**src/rtl/regfile_dump_ctrl.sv**
```systemverilog
// Debug read-out engine: walks a register-address range through a spare
// combinational read port and streams {address, data, last} over valid/ready.
module regfile_dump_ctrl #(
  parameter int unsigned AW = 5,
  parameter int unsigned DW = 32
) (
  input  logic          clk,
  input  logic          reset_n,
  input  logic          start,
  input  logic          abort,
  input  logic [AW-1:0] first_reg,
  input  logic [AW-1:0] last_reg,
  output logic [AW-1:0] rf_ra,
  input  logic [DW-1:0] rf_rd,
  output logic          m_valid,
  input  logic          m_ready,
  output logic [DW-1:0] m_data,
  output logic [AW-1:0] m_addr,
  output logic          m_last,
  output logic          busy,
  output logic          done
);

  typedef enum logic [1:0] {
    IDLE = 2'd0,
    READ = 2'd1,
    SEND = 2'd2
  } state_t;

  state_t        state, state_nxt;
  logic [AW-1:0] ptr, ptr_nxt;
  logic [AW-1:0] lst, lst_nxt;
  logic [DW-1:0] m_data_nxt;
  logic [AW-1:0] m_addr_nxt;
  logic          m_last_nxt;
  logic          m_valid_nxt;
  logic          busy_nxt;
  logic          done_nxt;

  // The read port address is always the registered pointer.
  assign rf_ra = ptr;

  // Next-state and registered-output logic; abort has priority everywhere.
  always_comb begin
    state_nxt   = state;
    ptr_nxt     = ptr;
    lst_nxt     = lst;
    m_data_nxt  = m_data;
    m_addr_nxt  = m_addr;
    m_last_nxt  = m_last;
    m_valid_nxt = m_valid;
    busy_nxt    = busy;
    done_nxt    = 1'b0;
    case (state)
      IDLE: begin
        if (start && !abort) begin
          ptr_nxt   = first_reg;
          lst_nxt   = last_reg;
          busy_nxt  = 1'b1;
          state_nxt = READ;
        end
      end
      READ: begin
        if (abort) begin
          busy_nxt    = 1'b0;
          m_valid_nxt = 1'b0;
          state_nxt   = IDLE;
        end else begin
          m_data_nxt  = rf_rd;
          m_addr_nxt  = ptr;
          m_last_nxt  = (ptr == lst);
          m_valid_nxt = 1'b1;
          state_nxt   = SEND;
        end
      end
      SEND: begin
        if (abort) begin
          busy_nxt    = 1'b0;
          m_valid_nxt = 1'b0;
          state_nxt   = IDLE;
        end else if (m_ready) begin
          m_valid_nxt = 1'b0;
          if (m_last) begin
            busy_nxt  = 1'b0;
            done_nxt  = 1'b1;
            state_nxt = IDLE;
          end else begin
            ptr_nxt   = ptr + AW'(1);
            state_nxt = READ;
          end
        end
      end
      default: begin
        busy_nxt    = 1'b0;
        m_valid_nxt = 1'b0;
        state_nxt   = IDLE;
      end
    endcase
  end

  always_ff @(posedge clk) begin
    if (!reset_n) begin
      state   <= IDLE;
      ptr     <= '0;
      lst     <= '0;
      m_data  <= '0;
      m_addr  <= '0;
      m_last  <= 1'b0;
      m_valid <= 1'b0;
      busy    <= 1'b0;
      done    <= 1'b0;
    end else begin
      state   <= state_nxt;
      ptr     <= ptr_nxt;
      lst     <= lst_nxt;
      m_data  <= m_data_nxt;
      m_addr  <= m_addr_nxt;
      m_last  <= m_last_nxt;
      m_valid <= m_valid_nxt;
      busy    <= busy_nxt;
      done    <= done_nxt;
    end
  end

endmodule

```
**config.mk**
```make
export PLATFORM = sky130hd
export DESIGN_NAME = regfile_dump_ctrl
export DESIGN_NICKNAME = d
export VERILOG_FILES = /design/src/rtl/regfile_dump_ctrl.sv
export SDC_FILE = /design/constraint.sdc
export NUM_CORES = 1
export LEC_CHECK = 0
export ABC_CLOCK_PERIOD_IN_PS = 3100
export BUFFER_PORTS_ARGS = -buffer_cell sky130_fd_sc_hd__buf_2
export CAP_MARGIN = 20
export CORE_MARGIN = 8
export CORE_UTILIZATION = 45
export DETAILED_ROUTE_END_ITERATION = 8
export GPL_ROUTABILITY_DRIVEN = 0
export MAX_ROUTING_LAYER = met4
export PLACE_DENSITY = 0.77
export SYNTH_ARGS = -nofsm -noshare
export SYNTH_HDL_FRONTEND = slang
export SYNTH_SLANG_ARGS = --single-unit
```
**constraint.sdc**
```tcl
create_clock -name clk -period 3.1 [get_ports clk]
set_input_delay 0.465 -clock clk [delete_from_list [all_inputs] [get_ports clk]]
set_output_delay 0.465 -clock clk [all_outputs]
set_load 0.1 [all_outputs]
```
======== Word level (Yosys, flattened, before mapping) ========
Cells that the tools add are included.
word-level totals
  flip-flop bits (word level) ............. 53
  memory bits (writable) .................. 0
  word-level logic and storage cells ...... 58
  latch bits .............................. 0
  memories ................................ 0
  output and inout bits ................... 46
  bits of input ports ..................... 47
  ROM bits ................................ 0
operators by class
  $add $sub $neg .......................... 1
  reductions and logical operators ........ 11
  div/mod/pow operators ................... 0
  bitwise gates (word level) .............. 5
  mux-type cells .......................... 22
  eq/ne operators ......................... 10
  multipliers ............................. 0
  shifts and indexed selects .............. 0
  order comparisons ....................... 0
operators by type and width
  operator               number
  $mux W5                4
  $mux W1                10
  $ne A2 B2 Y1 const B   5
  $pmux W5 S2            1
  $mux W2                4
  $reduce_and A2 Y1      4
  $ne A3 B3 Y1 const B   2
  $pmux W1 S3            2
  $pmux W2 S3            1
  $add A5 B1 Y5 const B  1
  $eq A5 B5 Y1           1
  $not A1 Y1             5
  $reduce_and A5 Y1      1
  $reduce_and A4 Y1      1
  $reduce_or A4 Y1       1
  $eq A2 B1 Y1 const B   1
  $eq A2 B2 Y1 const B   1
  $logic_not A2 Y1       1
  $reduce_bool A2 Y1     1
  $logic_and A1 B1 Y1    1
  $logic_not A1 Y1       1

======== Longest topological paths before layout ========
  depth after elaboration ................. 5
  gate-level depth with buffers ........... 7
  gate-level depth less buffers ........... 5

======== Worst setup path before layout ========
No wires, ideal clock.
  path kind ............................... register to register
  from .................................... register ptr[0], in the netlist rf_ra[0]
  to ...................................... register ptr[2], in the netlist rf_ra[2]
  period minus slack after synthesis ...... 1,912 ps
  arrival ................................. 1,848 ps
  path buffers ............................ 0
  path slack .............................. 1,188 ps
  library setup time ...................... 64 ps
  required time ........................... 3,036 ps
  stages on the path, launching flop included .. 6
  cell sequence ........................... dfxtp_1 > ha_1 > nor4bb_1 > a21oi_1 > nor2_1 > a32o_1
between the ends
  longest elaborated chain between the ends .. 5
RTL lines
  what                    line  text
  start, declared         31    logic [AW-1:0] ptr, ptr_nxt;
  start signal, assigned  114   ptr <= ptr_nxt;
  $add A5 B1 Y5           88    ptr_nxt = ptr + AW'(1);
  $mux W5                 83    if (m_last) begin
  $mux W5                 81    end else if (m_ready) begin
  $mux W5                 77    if (abort) begin
  $pmux W5 S2             54    case (state)
Every way passes these cells. The select of a mux whose other input is x is not followed.
A chain may end at the register's enable or synchronous reset.

======== Worst setup path in the final report ========
  from .................................... register state[0]
  to ...................................... register m_data[20]
between the ends
  longest elaborated chain between the ends .. 2
RTL lines
  what                         line  text
  start, declared              30    state_t state, state_nxt;
  start signal, assigned       113   state <= state_nxt;
  $eq A2 B1 Y1                 54
  $reduce_and A2 Y1 (no line)  n/a
  end signal, assigned         116   m_data <= m_data_nxt;
  end, declared                17    output logic [DW-1:0] m_data,
Every way passes these cells.

==> flow_summary.yaml <==
placement:
  port_buffers: 92
  post-dp-hpwl_um: 3918
  dp_slack_ns: 1.221
  dpl.cell_count: 386
  placed_area_mm2: 0.002599
outcome:
  status: "complete, no violations"
cells_and_area:
  num_antenna_cells: 0
  finish.utilization_pct: 58.22
  syn_to_final_growth_pct: 27.00
  final_area_mm2: 0.002695
  drive_above_1_share_pct: 32.35
  final_nets: 387
  final_cells: 394
route:
  drc: 0
  wirelength_um: 5295
  antenna_left: 0
  drt_first_pass_iters: 4
  vias: 1915
  vias_per_cell: 4.860
  wl_per_cell_um: 13.44
  drt_iter0_markers: 73
cts:
  clock_latency_ns: 0.30
  numClockSinks: 53
  hold_buffers: 0
  htreeDepth: 2
  clockBufferDepth: 2
  ctsResizeCount: 0
  cts_root_buffer: "clkbuf_8"
  clk_pin_slew_worst_paths_ns: 0.10
  cts_setup_buffers: 0
  cts-buffers-inserted: 5
  cts_tree: "done"
yosys:
  seq_area_frac_synth_pct: 50.00
  synth_cell_types: 36
  synth_fp_nets: 303
  synth_ff_type: "dfxtp_1"
  synthArstFlopShare_pct: 0
  syn_area_mm2: 0.002122
  synth_top_cell_by_area: "dfxtp_1"
  synth_edf_count: 0
  synth_most_common_cell: "nand2_1"
  yosysWarningCount: 0
  synthCells: 255
  synth_area_leaders: "dfxtp_1, nand2_1, a21oi_1"
  synth_top_area_share_pct: 50.00
  synth_commonest_cells: "nand2_1, dfxtp_1, a21oi_1, nor2_1"
  syn_area_per_cell_um2: 8.322
  synth-seq-cells: 53
critical_path:
  crit_arrival_ns: 2.06
  crit_fanout: 22
  r2r_slack_ns: 1.25
  r2r_end: "m_data[20]$_SDFFE_PN0P_"
  r2r_start: "state[0]$_SDFFE_PN0P_"
  crit_path_start: "state[0]$_SDFFE_PN0P_"
  critPathLaunchType: "register"
  critPathRequiredTime_ns: 3.31
  path_class: "register to register"
  rr_worst_depth: 5
  critPathCaptureType: "register"
  endpoint: "m_data[20]$_SDFFE_PN0P_"
flow_run:
  drv_cap: 0
floorplanning:
  fp.dieW_um: 84.67
  dieArea_mm2: 0.007169
  chipHeight_um: 84.67
  initial_core_util_pct: 45.84
  design.core.area_mm2: 0.004629
  io_pins: 93
  num_rows: 25
sta:
  fmax_mhz: 542.0
  post-route-worst-setup-slack_ns: 1.255
  rsz0062_at_grt: "no"
  final-setup-viol-count: 0
  post-route-period-util_pct: 59.52
  hold_viol: 0
  relSlewSlack_pct: 42.60
  tightest_slew_ns: 0.8600
  slew_viol_final: 0
  layout_min_cycle_time_ns: 1.845
  hold_slack_ns: 0.3938
  skew_ns: 0.008503
  setup_tns_ns: 0
global_route:
  grt-busiest-layer: "met2"
  met1_usage_pct: 17.60
  grt_usage_pct: 15.65
  grt.met2_usage_pct: 25.98
  grt_pass1_wl_um: 9170
  grt_max_degree: 39
  grt_pass1_vias: 1979
  antenna_found_initial: 0
  grt-ovfl-total: 0
  globalRouteMet3Util_pct: 5.366
pwr:
  ir_drop_mv: 0.3404
  power.total_mw: 1.352
  p_per_area_mw_per_mm2: 501.6
  p_leak_nw: 1.196
hold_path:
  min_path_type: "primary input to register"
## sequential cells by signal, indices dropped and copies added (netlist names)
register,count
busy,1
done,1
lst,5
m_addr,5
m_data,32
m_last,1
m_valid,1
rf_ra,5
state,2
## worst max-delay path: stages (launching register included)
cell,delay [ns]
dfxtp_1,0.56
nand2b_1,0.17
nor2_2,0.61
buf_12,0.24
nand2_1,0.06
a21oi_1,0.12
## routing by layer
metal | part of all wire [%] | wire [um] | vias to the layer above
met5 | 0 | 0 | -
met4 | 0.45 | 24 | 0
met3 | 7.7 | 409 | 2
met2 | 47 | 2472 | 63
met1 | 45 | 2389 | 845
li1 | - | - | 1005
## cell usage in the layout, fill, tap and decap left out, drive strengths merged
cell type  count
nor4           1
nand3b         1
a21bo          1
buf           94
a32o           2
clkinv         2
and2           1
a21boi         8
or2            1
a21o           1
ha             1
o2111ai        1
nor2          10
mux2i          5
and3b          1
nand3          2
xor2           3
clkbuf         6
a2111oi        1
a311oi         1
nor3           2
o21ai          4
nand2b         4
nand4          1
nor4b          1
xnor2          2
dfxtp         53
o31ai          2
nor2b          2
a21oi         36
nand2         85
inv            4
nor4bb         1
## cell families after synthesis
group	count (synthesis)	share of synthesized area, %
mux	5	2.359
compound gates	57	16.86
xor+xnor	5	2.064
simple gates	113	23.59
buf+inv	21	4.540
flops	53	50.00
fa+ha+maj	1	0.5895
## area by class of cell
| class | count | area (um2) |
|---|---|---|
| Timing Repair Buffer | 94 | 488.0 |
| Clock inverter | 2 | 13.76 |
| Clock buffer | 6 | 82.58 |
| Sequential cell | 53 | 1061 |
| Multi-Input combinational cell | 181 | 967.2 |
| Fill cell | 429 | 1934 |
| Inverter | 4 | 15.01 |
| Tap cell | 54 | 67.56 |
## power by group
| group | internal, mW | total, mW | leakage, nW | switching [mW] |
|---|---|---|---|---|
| Combinational | 0.0623 | 0.235 | 0.715 | 0.173 |
| Sequential | 0.700 | 0.718 | 0.430 | 0.0182 |
| Clock | 0.181 | 0.399 | 0.0512 | 0.217 |
| Total | 0.944 | 1.35 | 1.20 | 0.408 |
## worst min path at each step
| stage | start | endpoint | depth (start not counted) |
|---|---|---|---|
| after floorplan | lst[0]$_SDFFE_PN0P_ | lst[0]$_SDFFE_PN0P_ | 2 |
| after global placement | m_addr[4]$_SDFFE_PN0P_ | m_addr[4]$_SDFFE_PN0P_ | 2 |
| after detailed placement | m_data[22]$_SDFFE_PN0P_ | m_data[22]$_SDFFE_PN0P_ | 2 |
| after CTS | rf_rd[3] | m_data[3]$_SDFFE_PN0P_ | 3 |
| after global routing | rf_rd[11] | m_data[11]$_SDFFE_PN0P_ | 3 |
| final | rf_rd[5] | m_data[5]$_SDFFE_PN0P_ | 3 |
No activity file was read; power rests on OpenSTA's default activity.
